### src/rtl/spi_pkg.sv
// Shared definitions for the SPI master controller.
// Frame geometry, command codes and FSM state encodings.
package spi_pkg;

    localparam int FRAME_W = 10;
    localparam int DATA_W  = 8;

    localparam logic [1:0] CMD_WR_ADDR = 2'b00;
    localparam logic [1:0] CMD_WR_DATA = 2'b01;
    localparam logic [1:0] CMD_RD_ADDR = 2'b10;
    localparam logic [1:0] CMD_RD_DATA = 2'b11;

    localparam logic [2:0] ST_IDLE  = 3'd0;
    localparam logic [2:0] ST_START = 3'd1;
    localparam logic [2:0] ST_SHIFT = 3'd2;
    localparam logic [2:0] ST_WAIT  = 3'd3;
    localparam logic [2:0] ST_RECV  = 3'd4;
    localparam logic [2:0] ST_END   = 3'd5;

endpackage

### src/rtl/spi_master_shreg.sv
// MOSI parallel-load shift register and MISO capture register.
// The capture counter flags the eighth received bit.
module spi_master_shreg
    import spi_pkg::*;
(
    input  logic              clk,
    input  logic              rst,
    input  logic              load,
    input  logic [FRAME_W-1:0] ld_frame,
    input  logic              shift,
    input  logic              cap_en,
    input  logic              miso,
    output logic              mosi_bit,
    output logic              cap_last,
    output logic [DATA_W-1:0] cap_byte
);

    logic [FRAME_W-1:0] frame_q;
    logic [DATA_W-1:0]  cap_q;
    logic [3:0]         cap_cnt;

    assign mosi_bit = frame_q[FRAME_W-1];
    assign cap_last = cap_en && (cap_cnt == 4'(DATA_W - 1));
    assign cap_byte = {cap_q[DATA_W-2:0], miso};

    // Load a frame on launch, then move it out MSB first.
    always_ff @(posedge clk) begin
        if (rst) begin
            frame_q <= '0;
        end else if (load) begin
            frame_q <= ld_frame;
        end else if (shift) begin
            frame_q <= {frame_q[FRAME_W-2:0], 1'b0};
        end
    end

    // Collect MISO MSB first; the counter restarts whenever capture is idle.
    always_ff @(posedge clk) begin
        if (rst) begin
            cap_q   <= '0;
            cap_cnt <= '0;
        end else if (cap_en) begin
            cap_q   <= cap_byte;
            cap_cnt <= cap_cnt + 4'd1;
        end else begin
            cap_cnt <= '0;
        end
    end

endmodule

### src/rtl/spi_master_ctrl.sv
// SPI master for the SPI RAM slave: 10-bit frames, optional read reply.
// SPI_MASTER_AUTO_RD_EN: rd-addr automatically chains a rd-data frame.
module spi_master_ctrl
    import spi_pkg::*;
#(
    parameter int RD_WAIT = 2,
    parameter int GAP_CYC = 1
) (
    input  logic              CLK,
    input  logic              rst,
    input  logic              cmd_valid,
    output logic              cmd_ready,
    input  logic [1:0]        cmd,
    input  logic [DATA_W-1:0] cmd_data,
    output logic              rsp_valid,
    output logic [DATA_W-1:0] rsp_data,
    output logic              busy,
    output logic              SS_n,
    output logic              MOSI,
    input  logic              MISO
);

    localparam logic [3:0] SHIFT_LAST = 4'(FRAME_W - 1);
    localparam logic [3:0] WAIT_LAST  = 4'(RD_WAIT - 1);
    localparam logic [3:0] GAP_LAST   = 4'(GAP_CYC - 1);

    logic [2:0]         state;
    logic [3:0]         cnt;
    logic [1:0]         cmd_q;
    logic               auto_pend;
    logic               launch;
    logic               set_auto;
    logic               mosi_bit;
    logic               cap_last;
    logic [DATA_W-1:0]  cap_byte;
    logic [FRAME_W-1:0] ld_frame;

    assign cmd_ready = (state == ST_IDLE) && !auto_pend;
    assign busy      = (state != ST_IDLE) || auto_pend;
    assign launch    = (state == ST_IDLE) && (auto_pend || cmd_valid);
    assign ld_frame  = auto_pend ? {CMD_RD_DATA, 8'h00}
                                 : {cmd, cmd_data};

`ifdef SPI_MASTER_AUTO_RD_EN
    assign set_auto = !auto_pend && (cmd == CMD_RD_ADDR);
`else
    assign set_auto = 1'b0;
`endif

    spi_master_shreg u_shreg (
        .clk      (CLK),
        .rst      (rst),
        .load     (launch),
        .ld_frame (ld_frame),
        .shift    ((state == ST_START) || (state == ST_SHIFT)),
        .cap_en   (state == ST_RECV),
        .miso     (MISO),
        .mosi_bit (mosi_bit),
        .cap_last (cap_last),
        .cap_byte (cap_byte)
    );

    // Frame sequencer; SS_n and MOSI are registered with the next state.
    always_ff @(posedge CLK) begin
        if (rst) begin
            state     <= ST_IDLE;
            cnt       <= '0;
            cmd_q     <= '0;
            auto_pend <= 1'b0;
            SS_n      <= 1'b1;
            MOSI      <= 1'b0;
            rsp_valid <= 1'b0;
            rsp_data  <= '0;
        end else begin
            rsp_valid <= 1'b0;
            unique case (state)
                ST_IDLE: begin
                    if (launch) begin
                        state     <= ST_START;
                        cnt       <= '0;
                        cmd_q     <= ld_frame[FRAME_W-1 -: 2];
                        auto_pend <= set_auto;
                        SS_n      <= 1'b0;
                        MOSI      <= ld_frame[FRAME_W-1];
                    end
                end
                ST_START: begin
                    state <= ST_SHIFT;
                    cnt   <= '0;
                    MOSI  <= mosi_bit;
                end
                ST_SHIFT: begin
                    if (cnt == SHIFT_LAST) begin
                        cnt  <= '0;
                        MOSI <= 1'b0;
                        if (cmd_q == CMD_RD_DATA) begin
                            state <= ST_WAIT;
                        end else begin
                            state <= ST_END;
                            SS_n  <= 1'b1;
                        end
                    end else begin
                        cnt  <= cnt + 4'd1;
                        MOSI <= mosi_bit;
                    end
                end
                ST_WAIT: begin
                    if (cnt == WAIT_LAST) begin
                        state <= ST_RECV;
                        cnt   <= '0;
                    end else begin
                        cnt <= cnt + 4'd1;
                    end
                end
                ST_RECV: begin
                    if (cap_last) begin
                        state     <= ST_END;
                        cnt       <= '0;
                        SS_n      <= 1'b1;
                        rsp_valid <= 1'b1;
                        rsp_data  <= cap_byte;
                    end
                end
                ST_END: begin
                    if (cnt == GAP_LAST) begin
                        state <= ST_IDLE;
                        cnt   <= '0;
                    end else begin
                        cnt <= cnt + 4'd1;
                    end
                end
                default: begin
                    state <= ST_IDLE;
                    SS_n  <= 1'b1;
                    MOSI  <= 1'b0;
                end
            endcase
        end
    end

endmodule

### config.mk
export PLATFORM = sky130hd
export DESIGN_NAME = spi_master_ctrl
export DESIGN_NICKNAME = d
export VERILOG_FILES = /design/src/rtl/spi_pkg.sv /design/src/rtl/spi_master_shreg.sv /design/src/rtl/spi_master_ctrl.sv
export SDC_FILE = /design/constraint.sdc
export NUM_CORES = 1
export LEC_CHECK = 0
export CELL_PAD_IN_SITES_DETAIL_PLACEMENT = 2
export CELL_PAD_IN_SITES_GLOBAL_PLACEMENT = 2
export CORE_MARGIN = 2
export CORE_UTILIZATION = 34
export DETAILED_ROUTE_END_ITERATION = 16
export GPL_ROUTABILITY_DRIVEN = 0
export MAX_ROUTING_LAYER = met4
export PLACE_DENSITY = 0.9
export SYNTH_ARGS = -nofsm -noshare
export SYNTH_HDL_FRONTEND = slang
export SYNTH_SLANG_ARGS = --single-unit
### constraint.sdc
create_clock -name CLK -period 2.4 [get_ports CLK]
set_input_delay 0.48 -clock CLK [delete_from_list [all_inputs] [get_ports CLK]]
set_output_delay 0.48 -clock CLK [all_outputs]
set_load 0.01 [all_outputs]
Yosys cells after proc, flatten, opt, wreduce, memory -nomap -nowiden

Cells that the tools add are included.

Reduce and logical (&&, ||, !) cells: 17
Multiplexer cells: 24
Magnitude comparators: 0
Div/mod/pow operators: 0
Bitwise gates (word level): 3
Multiply operators: 0
Equality and inequality tests: 15
Add/subtract/negate cells: 2
Shift-type cells: 0

Operator list:

| operator              | number |
|---|---|
| $pmux W4 S6           | 1 |
| $mux W10              | 2 |
| $mux W4               | 5 |
| $mux W3               | 6 |
| $pmux W3 S6           | 1 |
| $ne A2 B2 Y1 const B  | 5 |
| $reduce_and A5 Y1     | 2 |
| $add A4 B1 Y4 const B | 2 |
| $pmux W1 S4           | 2 |
| $mux W1               | 7 |
| $eq A3 B2 Y1 const B  | 2 |
| $eq A3 B3 Y1 const B  | 2 |
| $reduce_and A2 Y1     | 3 |
| $reduce_bool A6 Y1    | 1 |
| $reduce_or A3 Y1      | 2 |
| $eq A4 B1 Y1 const B  | 1 |
| $eq A4 B3 Y1 const B  | 1 |
| $eq A4 B4 Y1 const B  | 1 |
| $logic_not A4 Y1      | 1 |
| $eq A3 B1 Y1 const B  | 1 |
| $logic_not A3 Y1      | 1 |
| $not A1 Y1            | 3 |
| $reduce_and A3 Y1     | 1 |
| $reduce_bool A3 Y1    | 1 |
| 6 further kinds       | 7 |

Bits of input ports: 14
Memories kept: 0
ROM bits: 0
Bits in latches: 0
Word-level logic and storage cells: 71
Memory bits (writable): 0
Output and inout port bits: 13
Bits in registers: 41

Logic depth before layout (Yosys ltp)

Gate-level depths: netlist of run 1.

Word-level depth: 4
Mapped depth: 6
Gate-level depth less buffers: 6

Modules after synthesis

Synthesis of run 1 repeated with hierarchy kept, for this count alone.

Cells, all modules: 215
Area total of the unflattened synthesis: 1,958.1 µm²

By module, submodules not included:

| module           | cells each | area an instance (µm²) | sequential area each (µm²) | times used |
|---|---|---|---|---|
| spi_master_ctrl  | 131        | 1,077.3                | 400.4                      | 1 |
| spi_master_shreg | 84         | 880.8                  | 420.4                      | 1 |

Least setup slack after synthesis of run 1

Ideal clock, no wire load.

Path type: register to register
From: register state[0]
To: register rsp_data[0]
Library setup time: 133 ps
Data arrival time: 1,516 ps
Clock period less this slack: 1,649 ps
Path buffers: 1
Cell stages (with the launch flop): 6
Data required time: 2,267 ps
Slack: 751 ps
Cell sequence: dfxtp_1 -> buf_6 -> or3b_4 -> nor3_4 -> mux2i_1 -> nor2_2

Word-level cells in the longest chain between the ends: 3

Ends and longest elaborated chain:

| what                                 | RTL line                                     | source |
|---|---|---|
| start, declared                      | spi_master_ctrl.sv:27                        | `logic [2:0] state;` |
| start signal, assigned               | spi_master_ctrl.sv:66                        | `state <= ST_IDLE;` |
| start signal, assigned               | spi_master_ctrl.sv:79                        | `state <= ST_START;` |
| start signal, assigned               | spi_master_ctrl.sv:88                        | `state <= ST_SHIFT;` |
| $eq A3 B3 Y1 *                       | spi_master_ctrl.sv:56, spi_master_ctrl.sv:76 |  |
| $logic_and A1 B1 Y1                  | spi_master_shreg.sv:23                       | `assign cap_last = cap_en && (cap_cnt == 4'(DATA_W - 1));` |
| $reduce_and A2 Y1 (no source line) * | -                                            |  |
| end signal, assigned                 | spi_master_ctrl.sv:121                       | `rsp_data <= cap_byte;` |
| end, declared                        | spi_master_ctrl.sv:16                        | `output logic [DATA_W-1:0] rsp_data,` |

Every way passes the cells marked *; elsewhere a longest branch is shown, timed or not.
A chain may end at the register's enable or synchronous reset.

Worst setup path after layout of run 1

From: register state[1]
To: output port cmd_ready

Word-level cells in the longest chain between the ends: 1

Ends and longest elaborated chain:

| what             | RTL line              | source |
|---|---|---|
| $logic_not A3 Y1 | spi_master_ctrl.sv:38 | `assign cmd_ready = (state == ST_IDLE) && !auto_pend;` |
| end, declared    | spi_master_ctrl.sv:12 | `output logic cmd_ready,` |

No other way between the ends.

==> run_results.csv, run 1 <==
group,metric,value,unit
grt,grt-busiest-layer,"met2",
critical_path,crit_chain,"nor3_1, clkdlybuf4s50_1",
yosys,synth_cell_type_count,40,
yosys,synth_area,1830,um^2
critical_path,crit_path_start,"state[1]",
clocking,cts_tree,"built",
die,dieArea,5990,um^2
routing,via_per_inst,5.16,
clocking,numCtsBuffers,5,
die,coreArea,5140,um^2
finish,drive_gt1_share,12.2,%
die,ios,27,
finish,area_delta_synth_final,26.8,%
clocking,post-cts-setup-buffers,0,
critical_path,cp_slowest_cell,"clkdlybuf4s50_1",
timing,whs,0.466,ns
routing,first_iter_violations,44,
clocking,cts_max_level,2,
routing,drtPass1Iterations,4,
finish,layout.area.seq,821,um^2
grt,grt_pass1_wl,9330,um
routing,drcViolationCount,0,
yosys,syn_nets,234,
finish,filler_cell_count,590,
critical_path,path_max_fanout,8,
yosys,synth.avg_cell_area,8.47,um^2
timing,period_share,94.2,%
timing,setup_viol,0,
timing,rsz0062_at_grt,"no",
job,cap_violations,0,
power_and_ir_drop,total_leakage_power,0.805,nW
place,dp_hpwl,3680,um
timing,finalClockSkew,0.00567,ns
place,dp_cells,307,
clocking,clk_pin_slew,0.08,ns
worst_hold_path,hold_path.class,"reg2reg",
critical_path,reg2reg_slack,0.51,ns
die,initial_utilization,35.6,%
timing,max_freq,442,MHz
grt,grt_pass1_vias,1832,
clocking,insertion_delay,0.30,ns
yosys,ys_seq_area_share,44.8,%
critical_path,arrival,1.78,ns
outcome,outcome,"complete, no violations",
finish,num_antenna_cells,0,
worst_hold_path,min-delay-start,"MOSI",
grt,gr-usage-met1,25.2,%
die,die_h,77.4,um
finish,multiInputGateArea,921,um^2
routing,num_vias,1626,
clocking,clock_path_buffers,2,
clocking,cts_resized,0,
routing,wl_per_cell,17.3,um
critical_path,cp.required,1.92,ns
timing,final_max_slew_viol_count,0,
yosys,syn_inst,216,
yosys,ys_warn_count,0,
timing,setup_tns,0,ns
finish,final_nets,262,
critical_path,cp-end-kind,"output port",
critical_path,worstSetupPathType,"reg2out",
yosys,synth-seq-cells,41,
critical_path,start_kind,"register",
power_and_ir_drop,power_density,896,nW/um^2
grt,grtUsageTotal,20.4,%
timing,final-hold-violation-count,0,
clocking,ctsHoldBuffers,0,
grt,grtUsageMet2,33.7,%
clocking,cts_root_buf,"clkbuf_8",
die,fp-row-count,26,
finish,instances_no_fill,315,
grt,grt_overflow,0,
critical_path,slowest_delay,0.63,ns
timing,worstMarginPinSlew,0.636,ns
die,die_w,77.4,um
power_and_ir_drop,ir_drop,0.419,mV
critical_path,rr_startpoint,"state[1]",
routing,drt_wl_total,5450,um
grt,met3_usage,3.95,%
grt,antenna_found_initial,0,
clocking,clock-sinks,41,
place,port_buffers,26,
timing,layout_min_cycle_time,2.26,ns
timing,relSlewSlack,56.9,%
grt,grt_max_degree,30,
routing,ant_nets,0,
synth_stat cells:
| cell | instances | area (um^2) |
|---|---|---|
| a2111oi_0 | 1 | 8.76 |
| a211o_1 | 1 | 8.76 |
| a21oi_1 | 21 | 105 |
| a221o_1 | 1 | 10.0 |
| a22oi_1 | 4 | 30.0 |
| a311oi_1 | 6 | 52.6 |
| a41oi_1 | 1 | 8.76 |
| and2_0 | 1 | 6.26 |
| and2_1 | 1 | 6.26 |
| and3b_1 | 1 | 8.76 |
| buf_1 | 3 | 11.3 |
| buf_2 | 2 | 10.0 |
| buf_6 | 1 | 11.3 |
| clkbuf_1 | 9 | 33.8 |
| dfxtp_1 | 41 | 821 |
| ha_1 | 4 | 50.1 |
| inv_1 | 6 | 22.5 |
| mux2i_1 | 9 | 90.1 |
| nand2_1 | 39 | 146 |
| nand2b_1 | 2 | 12.5 |
| nand3_1 | 6 | 30.0 |
| nand3b_1 | 1 | 7.51 |
| nor2_1 | 10 | 37.5 |
| nor2_2 | 8 | 50.1 |
| nor2b_1 | 3 | 18.8 |
| nor3_1 | 9 | 45.0 |
| nor3_4 | 1 | 16.3 |
| nor3b_1 | 2 | 15.0 |
| nor4_1 | 2 | 12.5 |
| o21ai_0 | 4 | 20.0 |
| o21ba_2 | 1 | 10.0 |
| o22ai_1 | 4 | 25.0 |
| o311ai_1 | 1 | 8.76 |
| o31ai_1 | 1 | 7.51 |
| or2_2 | 1 | 6.26 |
| or3_1 | 2 | 12.5 |
| or3b_4 | 1 | 11.3 |
| or4_1 | 1 | 7.51 |
| xnor2_1 | 2 | 17.5 |
| xor2_1 | 2 | 17.5 |
state kept, by name (all words and copies together), names as in the netlist:
signal / flops
u_shreg.frame_q: 10
rsp_data: 8
u_shreg.cap_q: 7
cnt: 4
u_shreg.cap_cnt: 4
state: 3
cmd_q: 2
MOSI: 1
SS_n: 1
rsp_valid: 1
through the flow:
step                      power, mW  setup WS (ns)  instance area [um^2]  util (%)
after floorplan                1.19          0.751                  1830         -
after global placement         1.38          0.469                  2190      42.6
after detailed placement       1.40          0.397                  2190      42.6
after CTS                      2.10          0.123                  2320      45.2
after global routing           2.21         0.0543                  2320      45.2
final                          2.08          0.140                  2320      45.2
area by class of cell:
type	count	area share [%]
clock buffers	5	2.96
clock inverters	3	2.80
inverters	6	0.970
multi-input cells	154	39.7
flip-flops and latches	41	35.4
well taps	70	3.77
repair buffers	36	14.4
final timing paths:
path                                           end  cells after the start
worst min register to register                MOSI                      2
worst max-delay path                     cmd_ready                      2
worst min-delay path                          MOSI                      2
worst max register to register  u_shreg.frame_q[8]                      4
cells by family (layout without fill, tap and decap cells):
| kind of cell | count (synthesis) | count (layout) | synth area share [%] |
|---|---|---|---|
| AO/OA/AOI/OAI | 46 | 46 | 16.1 |
| multiplexers | 9 | 9 | 4.92 |
| XOR/XNOR | 4 | 4 | 1.91 |
| adder cells (fa/ha/maj) | 4 | 4 | 2.73 |
| flip-flops | 41 | 41 | 44.8 |
| buffers and inverters | 21 | 50 | 4.85 |
| AND/OR/NAND/NOR | 91 | 91 | 24.6 |
cell usage in the layout (no fill, tap or decap), types with 5 or more instances in the layout:
master / netlist / layout
dfxtp_1: 41 / 41
nand2_1: 39 / 39
clkdlybuf4s50_1: 0 / 26
a21oi_1: 21 / 21
nor2_1: 10 / 10
buf_4: 0 / 10
nor3_1: 9 / 9
mux2i_1: 9 / 9
nor2_2: 8 / 8
inv_1: 6 / 6
a311oi_1: 6 / 6
nand3_1: 6 / 6
clkbuf_8: 0 / 5
critical path: cells and delay by family (launching register included):
kind          cells  cell delay (ns)
buf+inv           1             0.63
flops             1             0.41
simple gates      1             0.44
routing by layer:
layer	wire, um	part of all wire (%)
met3	140	2.6
met2	2740	50
met1	2500	46
met5	0	0
met4	74	1.4
where the power goes:
part           internal, mW  total [mW]  switching, mW
Clock                 0.413       0.673          0.260
Combinational         0.240       0.578          0.339
Sequential            0.756       0.829         0.0730
Total                  1.41        2.08          0.671
Power figures use the tool's default switching activity.
==> run 2: changes to the inputs <==
--- a/config.mk
+++ b/config.mk
@@ -8,11 +8,11 @@
 export CELL_PAD_IN_SITES_DETAIL_PLACEMENT = 2
 export CELL_PAD_IN_SITES_GLOBAL_PLACEMENT = 2
 export CORE_MARGIN = 2
-export CORE_UTILIZATION = 34
+export CORE_UTILIZATION = 32
 export DETAILED_ROUTE_END_ITERATION = 16
 export GPL_ROUTABILITY_DRIVEN = 0
 export MAX_ROUTING_LAYER = met4
-export PLACE_DENSITY = 0.9
+export PLACE_DENSITY = 0.86
 export SYNTH_ARGS = -nofsm -noshare
 export SYNTH_HDL_FRONTEND = slang
 export SYNTH_SLANG_ARGS = --single-unit
==> constraint.sdc (replaced) <==
create_clock -name CLK -period 2.2 [get_ports CLK]
set_input_delay 0.44 -clock CLK [delete_from_list [all_inputs] [get_ports CLK]]
set_output_delay 0.44 -clock CLK [all_outputs]
set_load 0.01 [all_outputs]
==> run 2 against run 1 <==
  * Clock-buffer cell count increased by 1
  * Die area increased by 5.9%
  * Total power increased by 5.3%
  * Largest power group unchanged
  * Combinational power increased by 11%
  * Clock skew decreased by 0.0021 ns
==> run_results.csv, run 2 (synthesis results as in run 1) <==
group,metric,value,unit
critical_path,slowest_delay,0.67,ns
routing,wl_per_cell,16.4,um
die,fp-row-count,27,
clocking,post-cts-setup-buffers,0,
grt,grt_pass1_wl,8630,um
grt,grtUsageTotal,18.2,%
worst_hold_path,hold_path.class,"reg2reg",
routing,drtPass1Iterations,4,
clocking,cts_max_level,2,
place,dp_cells,307,
finish,layout_common_cells,"dfxtp_1 (41), nand2_1 (39), clkdlybuf4s50_1 (26)",
grt,grt_pass1_vias,1678,
grt,grt_max_degree,42,
finish,final_nets,260,
finish,regMostFlops,"u_shreg.frame_q",
power_and_ir_drop,power,2.19,mW
die,die_h,79.6,um
critical_path,start_kind,"register",
finish,drive_gt1_share,11.9,%
clocking,cts_tree,"built",
die,coreArea,5510,um^2
timing,finalClockSkew,0.00359,ns
timing,final_max_slew_viol_count,0,
clocking,clock-sinks,41,
routing,first_iter_violations,39,
critical_path,path_delay_family,"flip-flops",
critical_path,path_max_fanout,15,
routing,drt_wl_total,5180,um
finish,num_antenna_cells,0,
critical_path,worstSetupPathType,"reg2out",
timing,final-hold-violation-count,0,
routing,ant_nets,0,
power_and_ir_drop,power_density,944,nW/um^2
critical_path,cp-end-kind,"output port",
timing,relSlewSlack,54.7,%
clocking,ctsHoldBuffers,0,
clocking,clock_path_buffers,2,
job,cap_violations,0,
die,die_w,79.6,um
critical_path,cp_num_buf_inv,2,
critical_path,arrival,1.67,ns
clocking,cts_root_buf,"clkbuf_8",
critical_path,crit_chain,"nor3_4, inv_1, clkdlybuf4s50_1",
finish,final_common_cell,"dfxtp_1",
routing,drcViolationCount,0,
timing,period_share,95.9,%
timing,setup_viol,0,
place,dp_hpwl,3290,um
routing,via_per_inst,5.11,
grt,antenna_found_initial,0,
timing,max_freq,474,MHz
die,initial_utilization,33.2,%
grt,grt_overflow,0,
timing,rsz0062_at_grt,"no",
critical_path,cp_slowest_cell,"dfxtp_1",
finish,reg_top3,"u_shreg.frame_q (10), rsp_data (8), u_shreg.cap_q (7)",
die,dieArea,6340,um^2
routing,num_vias,1610,
finish,area_delta_synth_final,26.7,%
clocking,clk_pin_slew,0.08,ns
finish,filler_cell_count,619,
finish,largest_register_ffs,10,
timing,setup_tns,0,ns
power_and_ir_drop,ir_drop,0.330,mV
power_and_ir_drop,total_leakage_power,0.793,nW
place,port_buffers,26,
timing,layout_min_cycle_time,2.11,ns
timing,worstMarginPinSlew,0.668,ns
finish,instances_no_fill,315,
clocking,insertion_delay,0.30,ns
clocking,cts_resized,1,
outcome,outcome,"complete, no violations",
clocking,numCtsBuffers,5,
die,ios,27,
critical_path,cp.required,1.76,ns
-- run 2: cell types whose count changed in the layout (fill, tap and decap cells not counted), sizes merged --
| cell | previous run | this run |
|---|---|---|
| buf | 10 | 8 |
| bufinv | 2 | 1 |
| clkbuf | 5 | 6 |
| clkinv | 1 | 0 |
| clkinvlp | 0 | 1 |
-- run 2: cell type report --
cell class | instances | area [um^2] | area share [%]
Clock buffer | 6 | 82.6 | 3.56
Multi-Input combinational cell | 154 | 932 | 40.2
Sequential cell | 41 | 821 | 35.4
Tap cell | 72 | 90.1 | 3.89
Inverter | 6 | 22.5 | 0.971
Timing Repair Buffer | 34 | 333 | 14.4
Clock inverter | 2 | 37.5 | 1.62
-- run 2: final timing paths --
kind / slack [ns] / startpoint / to / cells past startpoint
hold / removal: 0.47 / MOSI / MOSI / 2
hold reg to reg: 0.47 / MOSI / MOSI / 2
setup / recovery: 0.09 / state[2] / busy / 3
setup reg to reg: 0.19 / state[0] / cnt[3] / 6
-- run 2: per-layer routing --
layer | global-route usage, % | routed length, um | vias up | share of wire (%)
met5 | - | 0 | - | 0
met4 | 7.24 | 86 | 0 | 1.7
met3 | 4.30 | 144 | 8 | 2.8
met2 | 28.3 | 2530 | 21 | 49
met1 | 22.8 | 2420 | 779 | 47
li1 | - | - | 802 | -
-- run 2: power breakdown --
part	switching, mW	internal (mW)
Clock	0.276	0.369
Combinational	0.376	0.267
Sequential	0.0775	0.824
Total	0.729	1.46
-- run 2: worst reg2reg max path: stages, from the launching register on --
cell and delay, ns:
dfxtp_1 0.53, buf_4 0.25, inv_1 0.12, nor4_1 0.56
buf_4 0.25, o22ai_1 0.08, a21oi_1 0.17
-- run 2: per-stage QoR --
stage          instance area (um^2)  setup WS, ns  utilization, %  hold slack [ns]
3_5_place_dp                   2190         0.268            39.7            0.455
5_1_grt                        2320       0.00949            42.1            0.499
2_1_floorplan                  1830         0.551               -            0.432
3_3_place_gp                   2190         0.323            39.7            0.442
4_1_cts                        2310        0.0340            42.0            0.468
6_report                       2320        0.0891            42.1            0.465
